--- src/rtl/fetch_queue.sv ---
// fetch_queue: sequential instruction fetcher feeding decode through a small PC-tagged FIFO
module fetch_queue #(
  parameter int          DEPTH    = 4,
  parameter logic [31:0] RESET_PC = 32'hBFC0_0000
) (
  input  logic        clk,
  input  logic        reset_n,
  output logic        imem_req,
  output logic [31:0] imem_addr,
  input  logic        imem_rvalid,
  input  logic [31:0] imem_rdata,
  input  logic        redirect,
  input  logic [31:0] redirect_pc,
  output logic        dec_valid,
  input  logic        dec_ready,
  output logic [31:0] dec_instr,
  output logic [31:0] dec_pc,
  output logic        dec_adel
);
  localparam int PW = $clog2(DEPTH);
  localparam int CW = PW + 1;
  localparam logic [CW-1:0] DEPTH_C = CW'(DEPTH);
  logic [31:0]   fetch_pc_q, fetch_pc_d, req_pc_q, req_pc_d;
  logic          inflight_q, inflight_d, halt_q, halt_d;
  logic [PW-1:0] rd_ptr_q, rd_ptr_d, wr_ptr_q, wr_ptr_d;
  logic [CW-1:0] count_q, count_d;
  logic [31:0]   instr_q [DEPTH];
  logic [31:0]   instr_d [DEPTH];
  logic [31:0]   pc_q [DEPTH];
  logic [31:0]   pc_d [DEPTH];
  logic          adel_q [DEPTH];
  logic          adel_d [DEPTH];
  logic          can_fetch, resp_push, adel_push, push, pop;
  // Fetch permission (no credit for a same-cycle pop) and decode-facing head view
  always_comb begin
    can_fetch = reset_n & ~redirect & ~halt_q &
                (({1'b0, count_q} + {{CW{1'b0}}, inflight_q}) < {1'b0, DEPTH_C});
    imem_req  = can_fetch & (fetch_pc_q[1:0] == 2'b00);
    imem_addr = fetch_pc_q;
    adel_push = can_fetch & (fetch_pc_q[1:0] != 2'b00);
    resp_push = imem_rvalid & inflight_q;
    push      = resp_push | adel_push;
    dec_valid = reset_n & (count_q != '0);
    pop       = dec_valid & dec_ready;
    dec_instr = reset_n ? instr_q[rd_ptr_q] : '0;
    dec_pc    = reset_n ? pc_q[rd_ptr_q] : '0;
    dec_adel  = reset_n & adel_q[rd_ptr_q];
  end
  // Next state: advance fetch, push responses or an address-error entry, pop; redirect flushes all
  always_comb begin
    fetch_pc_d = imem_req ? fetch_pc_q + 32'd4 : fetch_pc_q;
    req_pc_d   = imem_req ? fetch_pc_q : req_pc_q;
    inflight_d = imem_req;
    halt_d     = halt_q | adel_push;
    instr_d    = instr_q;
    pc_d       = pc_q;
    adel_d     = adel_q;
    wr_ptr_d   = wr_ptr_q + PW'(push);
    rd_ptr_d   = rd_ptr_q + PW'(pop);
    count_d    = count_q + CW'(push) - CW'(pop);
    if (push) begin
      instr_d[wr_ptr_q] = resp_push ? imem_rdata : '0;
      pc_d[wr_ptr_q]    = resp_push ? req_pc_q : fetch_pc_q;
      adel_d[wr_ptr_q]  = ~resp_push;
    end
    if (redirect) begin
      fetch_pc_d = redirect_pc;
      inflight_d = 1'b0;
      halt_d     = 1'b0;
      wr_ptr_d   = '0;
      rd_ptr_d   = '0;
      count_d    = '0;
    end
  end
  // State registers with synchronous active-low reset
  always_ff @(posedge clk) begin
    if (!reset_n) begin
      fetch_pc_q <= RESET_PC;
      req_pc_q   <= '0;
      inflight_q <= 1'b0;
      halt_q     <= 1'b0;
      rd_ptr_q   <= '0;
      wr_ptr_q   <= '0;
      count_q    <= '0;
      for (int i = 0; i < DEPTH; i++) begin
        instr_q[i] <= '0;
        pc_q[i]    <= '0;
        adel_q[i]  <= 1'b0;
      end
    end else begin
      fetch_pc_q <= fetch_pc_d;
      req_pc_q   <= req_pc_d;
      inflight_q <= inflight_d;
      halt_q     <= halt_d;
      rd_ptr_q   <= rd_ptr_d;
      wr_ptr_q   <= wr_ptr_d;
      count_q    <= count_d;
      instr_q    <= instr_d;
      pc_q       <= pc_d;
      adel_q     <= adel_d;
    end
  end
  // Occupancy can never exceed the FIFO size
  always_ff @(posedge clk) if (reset_n) assert (count_q <= DEPTH_C);
endmodule

--- config.mk ---
export PLATFORM = sky130hd
export DESIGN_NAME = fetch_queue
export DESIGN_NICKNAME = d
export VERILOG_FILES = /design/src/rtl/fetch_queue.sv
export SDC_FILE = /design/constraint.sdc
export NUM_CORES = 1
export LEC_CHECK = 0
export ABC_AREA = 0
export CAP_MARGIN = 0
export CORE_ASPECT_RATIO = 0.9
export CORE_MARGIN = 5
export CORE_UTILIZATION = 35
export CTS_CLUSTER_DIAMETER = 200
export DETAILED_ROUTE_END_ITERATION = 10
export GPL_TIMING_DRIVEN = 0
export MAX_ROUTING_LAYER = met4
export PLACE_DENSITY = 0.59
export REMOVE_ABC_BUFFERS = 1
export SYNTH_ARGS = -nofsm -noshare
export SYNTH_HDL_FRONTEND = slang
export SYNTH_SLANG_ARGS = --single-unit
--- constraint.sdc ---
create_clock -name clk -period 3.1 [get_ports clk]
set_input_delay 0.62 -clock clk [delete_from_list [all_inputs] [get_ports clk]]
set_output_delay 0.62 -clock clk [all_outputs]
set_load 0.05 [all_outputs]
==> impl_metrics.ini <==
[placed_design]
numPlacedInstances = 2097
io_buffers = 167
preCtsSetupSlack_ns = -2.54
gp_congestion = 0.791
dp_hpwl_mm = 26.2

[power]
p_total_uw = 9820
peakVddDrop_v = 0.000434
p_per_area_nw_per_um2 = 538
pwr-share-seq = 0.456
power_frac_clock = 0.437
comb_power_share = 0.107
cellLeakagePower_uw = 0.00632
p_int_uw = 7290
p_sw_uw = 2530
switching_share = 0.258

[yosys]
syn_area_per_cell_um2 = 9.63
syn_inst = 1517
synth.most_common_cell = dfxtp_1
synth_cell_type_count = 58
netlist_area_um2 = 14600
yosys-top-cells-count = 333 x dfxtp_1, 273 x nor2_1, 128 x a211oi_1, 128 x a32oi_1, 109 x clkbuf_1
synth_top_area_share = 0.456
yosysWarnings = 0
ys_seq_elements = 333
ys_seq_area_frac = 0.456
synth_ff_type = dfxtp_1
synth_edf_count = 0
ys_async_sr_fraction = 0
synthTopCellsByArea = dfxtp_1 46%, mux4_2 10%, a32oi_1 7.7%
synth_top_area_cell = dfxtp_1

[clock_network]
insertion_delay_ns = 0.52
cts_made_buffers = 37
htree_levels = 2
clk_pin_slew_worst_paths_ns = 0.06
cts.sinks = 333
clock_path_buffers = 3
cts_root_buf = clkbuf_16
ctsHoldBuffers = 0
cts_tree = yes

[global_route]
grt_pass1_vias = 12000
grt_pass1_wl_mm = 69.8
grt_max_degree = 129
antenna_found_initial = 1
grt.overflow.total = 0
grt_usage = 0.194

[hold_path]
min_delay_path_depth = 2
hold_end = imem_addr[6]
hp-start = reset_n
hold_path_class = in -> reg

[floorplan]
die-area_um2 = 45900
start_util = 0.352
die_y_um = 204
die_x_um = 225
fp-row-count = 71
io_pins = 168
core_um2 = 41600

[worst_setup_path]
crit_path_end_kind = output port
crit_type = reg -> out
critPathLaunch = rd_ptr_q[0]
r2r_end = count_q[2]
r2r_slack_ns = 0.26
worstPathMaxFanout = 18
reg2reg_from = count_q[2]
path_cells = bufbuf_16 > mux4_2 > and2_1 > dlygate4sd2_1
worstPathArrival_ns = 2.40
cpPeakStageDelay_ns = 0.52
ff2ff_path_depth = 13
crit_buf_inv = 2
crit_slowest_cell = mux4_2
required_ns = 2.48
cp_top_family = buffers and inverters
setup.worst_path.start_class = flop

[final_layout]
drive_gt1_frac = 0.135
utilization = 0.439
area_delta_synth_final_pct = 24.8
final_nets = 1685
fillers = 4017
fin_cells = 2180
antenna_cells = 0

[routing]
drc_errors = 0
vias = 12300
first_iter_violations = 886
final_antenna_net_count = 0
via_per_inst = 5.63
wirelength_mm = 45.1
dr.pass1.iters = 5
wl_per_cell_um = 20.7

[timing]
setup_slack_ns = 0.0768
finalHoldViolCount = 0
slew_headroom = 0.206
rsz0062_at_grt = false
fin_worst_hold_slack_ns = 0.432
final-max-slew-violation-count = 0
worstMarginPinSlew_ns = 1.18
setup_viol = 0
finalCritPeriodShare = 0.975
period_needed_ns = 3.02
finClkSkew_ns = 0.0116
fmax_mhz = 331

[run]
cap_violations = 0

[status]
status = complete, no violations
==> stage by stage <==
step	TNS (ns)	cell area, um2
6_report	0	18200
5_1_grt	0	18200
4_1_cts	0	18300
3_5_place_dp	-309.75	16900
3_3_place_gp	-3653.29	16300
2_1_floorplan	-930.72	14000
==> layout by cell type, fill, tap and decap left out, drive strengths merged, types with 10 or more instances in the layout <==
master,Yosys,final
dlygate4sd2,0,42
xnor2,12,12
clkinv,1,10
dfxtp,333,333
nor3,20,20
nor2,274,274
clkdlybuf4s50,0,98
a211oi,128,128
a21oi,59,59
nand3,17,17
a32oi,128,128
and2,71,71
buf,43,36
mux2i,34,34
mux4,65,65
inv,13,16
o21ai,11,11
nand4,12,12
clkbuf,109,71
nand2,96,96
==> cells by family after synthesis <==
group,synth area share
AND/OR/NAND/NOR,0.165
AO/OA/AOI/OAI,0.192
flip-flops,0.456
buffers and inverters,0.0482
multiplexers,0.123
XOR/XNOR,0.00779
adder cells (fa/ha/maj),0.00651
==> repair_timing <==
| action | in CTS | in global routing |
|---|---|---|
| setup buffers | 13 | 2 |
| cloned | 4 | 1 |
| pin swaps | 2 | 2 |
| hold endpoints to repair | 0 | 0 |
| gates resized for setup | 92 | 43 |
| endpoints found under the setup margin | 351 | 26 |
==> power groups by stage <==
stage / Sequential [uW] / Clock (uW) / Combinational (uW)
final: 4480 / 4290 / 1050
after global routing: 4500 / 4590 / 1120
after CTS: 4480 / 4410 / 1050
after detailed placement: 4580 / 0 / 1030
after global placement: 4580 / 0 / 1000
after floorplan: 4640 / 0 / 515
==> per-layer routing <==
metal	vias up	GRT usage	share of wire
met5	-	-	0
met4	0	0.0385	0.015
met3	62	0.0391	0.077
met2	498	0.304	0.46
met1	5875	0.263	0.45
li1	5832	-	-
==> area by class of cell <==
class                           count  area [um2]  share of cell area
Clock buffer                       50        1040              0.0573
Clock inverter                     13         126             0.00693
Inverter                           14        95.1             0.00521
Multi-Input combinational cell   1019        7380               0.405
Sequential cell                   333        6670               0.366
Tap cell                          547         684              0.0375
Timing Repair Buffer              203        2230               0.122
Timing Repair inverter              1        8.76            0.000480
==> registers in the layout, summed over array words and instances, names as in the netlist <==
register,flops
wr_ptr_q,2
rd_ptr_q,2
halt_q,1
instr_q,128
pc_q,128
req_pc_q,32
imem_addr,32
inflight_q,1
adel_q,4
count_q,3
==> how the worst max path moves through the flow <==
stage | end | cells after the start
after floorplan | count_q[2] | 10
after global placement | dec_valid | 4
after detailed placement | imem_req | 6
after CTS | dec_pc[28] | 5
after global routing | dec_pc[18] | 4
final | dec_pc[30] | 4
Power figures use the tool's default switching activity.
